<file path="config.mk">
export PLATFORM = sky130hd
export DESIGN_NAME = tt_um_matthias_m_pal_top_wrapper
export DESIGN_NICKNAME = d
export VERILOG_FILES = /design/src/rtl/tt_um_matthias_m_pal_top_wrapper.sv
export SDC_FILE = /design/constraint.sdc
export NUM_CORES = 1
export LEC_CHECK = 0
export ABC_AREA = 1
export CORE_MARGIN = 8
export CORE_UTILIZATION = 30
export DETAILED_ROUTE_END_ITERATION = 10
export PLACE_DENSITY_LB_ADDON = 0.15
export SYNTH_ARGS = -nofsm -noshare
export SYNTH_HDL_FRONTEND = slang
export SYNTH_SLANG_ARGS = --single-unit
</file>
<file path="constraint.sdc">
create_clock -name uio_in -period 2.1 [get_ports uio_in]
set_input_delay 0.42 -clock uio_in [delete_from_list [all_inputs] [get_ports uio_in]]
set_output_delay 0.42 -clock uio_in [all_outputs]
set_load 0.05 [all_outputs]
</file>
<file path="src/rtl/tt_um_matthias_m_pal_top_wrapper.sv">
// Serially programmed PAL: an 8-input, 11-term, 5-output sum-of-products plane in the TinyTapeout wrapper.
// Optional build macro PAL_READBACK_EN drives cfg[0] on uio_out[3] so the chain can be read back.
module tt_um_matthias_m_pal_top_wrapper #(
    parameter int NUM_INPUTS        = 8,
    parameter int NUM_INTERM_STAGES = 11,
    parameter int NUM_OUTPUTS       = 5
) (
    input  logic [7:0] ui_in,
    output logic [7:0] uo_out,
    input  logic [7:0] uio_in,
    output logic [7:0] uio_out,
    output logic [7:0] uio_oe,
    input  logic       ena,
    input  logic       clk,
    input  logic       rst_n
);

    localparam int TERM_W        = 2 * NUM_INPUTS;
    localparam int OR_BASE       = TERM_W * NUM_INTERM_STAGES;
    localparam int BITSTREAM_LEN = OR_BASE + NUM_INTERM_STAGES * NUM_OUTPUTS;

    logic                         cfg_in;
    logic                         enable;
    logic                         clk_pal;
    logic [BITSTREAM_LEN-1:0]     cfg;
    logic [NUM_INTERM_STAGES-1:0] terms;
    logic [NUM_OUTPUTS-1:0]       f;
    logic                         lit_any;
    logic                         prod;

    assign cfg_in  = uio_in[0];
    assign enable  = uio_in[1];
    assign clk_pal = uio_in[2];

    wire unused_pins = &{1'b0, ena, clk, uio_in[7:3]};

    // rst_n is active-high despite its name; shifting is frozen while the PAL is enabled.
    always_ff @(posedge clk_pal) begin
        if (rst_n) begin
            cfg <= '0;
        end else if (!enable) begin
            cfg <= {cfg_in, cfg[BITSTREAM_LEN-1:1]};
        end
    end

    // A term with no literal selected must read 0, not the empty-AND value of 1.
    always_comb begin
        terms   = '0;
        lit_any = 1'b0;
        prod    = 1'b1;
        for (int t = 0; t < NUM_INTERM_STAGES; t++) begin
            lit_any = 1'b0;
            prod    = 1'b1;
            for (int k = 0; k < NUM_INPUTS; k++) begin
                lit_any = lit_any | cfg[TERM_W*t + 2*k] | cfg[TERM_W*t + 2*k + 1];
                if (cfg[TERM_W*t + 2*k] && !ui_in[k]) begin
                    prod = 1'b0;
                end
                if (cfg[TERM_W*t + 2*k + 1] && ui_in[k]) begin
                    prod = 1'b0;
                end
            end
            terms[t] = prod & lit_any;
        end
    end

    always_comb begin
        f = '0;
        for (int o = 0; o < NUM_OUTPUTS; o++) begin
            f[o] = |(terms & cfg[OR_BASE + NUM_INTERM_STAGES*o +: NUM_INTERM_STAGES]);
        end
    end

    always_comb begin
        uo_out                  = '0;
        uo_out[NUM_OUTPUTS-1:0] = enable ? f : '0;
    end

`ifdef PAL_READBACK_EN
    always_comb begin
        uio_out    = '0;
        uio_out[3] = cfg[0];
        uio_oe     = 8'b0000_1000;
    end
`else
    assign uio_out = 8'h00;
    assign uio_oe  = 8'h00;
`endif

endmodule

</file>
==> impl_metrics.py <==
metrics = {
    "cts": {
        "cts_tree": "yes",
        "clock_latency_ns": 0.56,
        "cts.clk_slew.worst_paths_ns": 0.06,
        "postCtsHoldBufs": 0,
        "cts_num_sinks": 231,
    },
    "layout": {
        "finalCoreUtilization_pct": 49.6,
        "fill_cells": 3492,
        "reg_top3": "cfg x231",
        "largest_reg_flops": 231,
        "syn_to_final_growth_pct": 64.3,
        "regMostFlops": "cfg",
        "final_layout_size_suffix_gt1_share_pct": 23.5,
        "fin_nets": 2033,
        "multiInputGateArea_um2": 5380,
        "num_antenna_cells": 0,
        "seq_area_um2": 4650,
        "fin_cells": 2576,
    },
    "drt": {
        "route.detailed.drc": 0,
        "drtIter0Drc": 750,
        "wl_per_cell_um": 15.0,
        "drt.antenna.violating_nets": 0,
        "dr.pass1.iters": 5,
        "via_per_inst": 4.66,
        "num_vias": 12000,
        "totalWireLength_um": 38500,
    },
    "global_route": {
        "grt_max_degree": 79,
        "grt_pass1_wl_um": 61700,
        "grt_use_total_pct": 19.1,
        "gr-total-overflow": 0,
        "grt_pass1_vias": 15600,
        "antenna_found_initial": 0,
    },
    "timing": {
        "maxSlewViolCount": 0,
        "finalHoldViolCount": 1,
        "rsz0062_at_grt": "yes",
        "fmax_mhz": 392,
        "finClkSkew_ns": 0.0191,
        "post-route-min-period_ns": 2.55,
        "layout_setup_ws_ns": -0.450,
        "final-setup-viol-count": 10,
        "whs_ns": -0.371,
        "final.period_utilization_pct": 121,
    },
    "placed_design": {
        "port_buffers": 14,
        "dp_cells": 2148,
        "place_congestion": 0.840,
        "dp_hpwl_um": 22000,
        "pre_cts_ws_ns": -1.92,
    },
    "floorplan": {
        "die_h_um": 205,
        "initial_core_util_pct": 30.2,
        "ios": 43,
        "core-area_um2": 35300,
        "die_area_um2": 41800,
        "die_w_um": 205,
        "rows": 69,
    },
    "yosys": {
        "avgSynthCellArea_um2": 6.81,
        "syn_area_um2": 10700,
        "synth_seq_cells": 231,
        "synth_warnings": 0,
        "ys_seq_area_share_pct": 43.4,
        "synth_cell_type_count": 23,
        "syn_inst": 1565,
    },
    "worst_setup_path": {
        "cp_data_arrival_time_ns": 2.13,
        "crit_top_cell": "nand2_1",
        "critPathMaxStageDelay_ns": 0.32,
        "cp_num_buf_inv": 3,
        "start_kind": "flop",
        "cp-end-kind": "output port",
        "cp.required_ns": 1.68,
        "slowest_stage": "dfxtp_1",
        "crit_path_max_fanout": 5,
        "cp_top_family": "simple AND/OR/NAND/NOR gates",
        "path_class": "reg -> out",
        "path_cells": "nand2_1 > nand2_1 > nor2_1 > nand2_1 > nor2_4 > buf_6 > nand3_2 > nand2_1 > nor2_1 > nand3_1 > nand2_2 > inv_2 > buf_8",
    },
    "status": {
        "status": "finished with violations",
        "violations": "hold timing, setup timing",
    },
    "worst_hold_path": {
        "hp-class": "clk -> reg",
    },
    "power_and_ir_drop": {
        "powerDensity_nw_per_um2": 1900,
        "p_total_mw": 33.3,
        "power.leakage_nw": 8.17,
        "vdd_drop_max_uv": 1040,
    },
    "run": {
        "drv_cap": 0,
    },
}
[layout make-up]
class	instances	area share, %
sequential	231	26.5
inverter	85	1.91
clock inverter	217	6.09
timing repair buffer	214	10.4
tap	461	3.29
multi-input combinational	1153	30.7
clock buffer	215	21.1
[per-layer routing]
metal	global-route usage, %	share of wire (%)	wire length [µm]	vias up
met3	15.0	7.4	2840	143
met5	0	0	0	-
met1	18.0	44	16800	5390
li1	-	-	-	6035
met2	23.2	45	17400	442
met4	23.6	4.0	1540	0
[per-stage QoR]
step / instance area, µm² / TNS (ns)
finish: 17500 / -1.94
global route: 17500 / -2.72
CTS: 17400 / -2.04
detailed placement: 12500 / -291.97
global placement: 12500 / -291.96
floorplan: 10700 / 0
[power by group]
part           internal [mW]  leakage (nW)  switching [mW]
Combinational           1.66          2.74            2.27
Clock                   14.0          3.54            9.33
Sequential              5.32          1.89           0.649
[worst paths after layout]
path,from,end,slack (ns),cells after the start
worst max-delay path,cfg[156]$_SDFFE_PP0N_,uo_out[3],-0.45,13
worst max register to register,cfg[81]$_SDFFE_PP0N_,cfg[81]$_SDFFE_PP0N_,1.19,3
worst min register to register,cfg[209]$_SDFFE_PP0N_,cfg[208]$_SDFFE_PP0N_,0.47,2
worst min-delay path,uio_in[0],cfg[230]$_SDFFE_PP0N_,-0.37,2
[worst register-to-register path: cells and delay by family (launching register included)]
kind            cells  cell delay [ns]
flops               1             0.36
compound gates      1             0.23
buf+inv             2             0.22
[placed cells by master (no fill, tap or decap), drive strengths merged]
cell type and n:
dfxtp 231, nand2 543, bufinv 4, nand4 60, clkbuf 203, buf 221
clkinvlp 1, inv 286, dlygate4sd2 1, a211oi 107, clkdlybuf4s15 4, and2 5
clkinv 11, nand3 15, a21oi 124, o21ai 20, nor2 260, conb 19
[logic make-up (layout without fill, tap and decap cells)]
logic type,Yosys count,in the layout,share of synthesized area [%]
AND/OR/NAND/NOR,883,883,33.7
AO/OA/AOI/OAI,251,251,14.4
flip-flops,231,231,43.4
other,1,19,0.0352
buffers and inverters,199,731,8.55
[synthesized netlist by cell type]
library cell	n	area (µm²)
buf_2	21	105
nand2_1	541	2030
nand2_2	2	12.5
clkbuf_1	49	184
conb_1	1	3.75
inv_1	84	315
a21oi_1	124	621
buf_1	9	33.8
o21ai_2	2	17.5
nand3_1	14	70.1
nor2_4	7	78.8
inv_2	7	26.3
buf_4	21	158
nand4_1	60	375
nor2_1	240	901
nand3_2	1	10.0
dfxtp_1	231	4620
o21ai_1	12	60.1
buf_6	8	90.1
and2_1	5	31.3
nor2_2	13	81.3
a211oi_1	107	803
o21ai_0	6	30.0
[what timing repair did]
| item | CTS | global route |
|---|---|---|
| resized for setup | 126 | 28 |
| buffers inserted | 4 | 10 |
| endpoints found under the setup margin | 10 | 10 |
| cloned | 1 | 0 |
| pin swaps | 38 | 22 |
No activity file was read; power rests on OpenSTA's default activity.
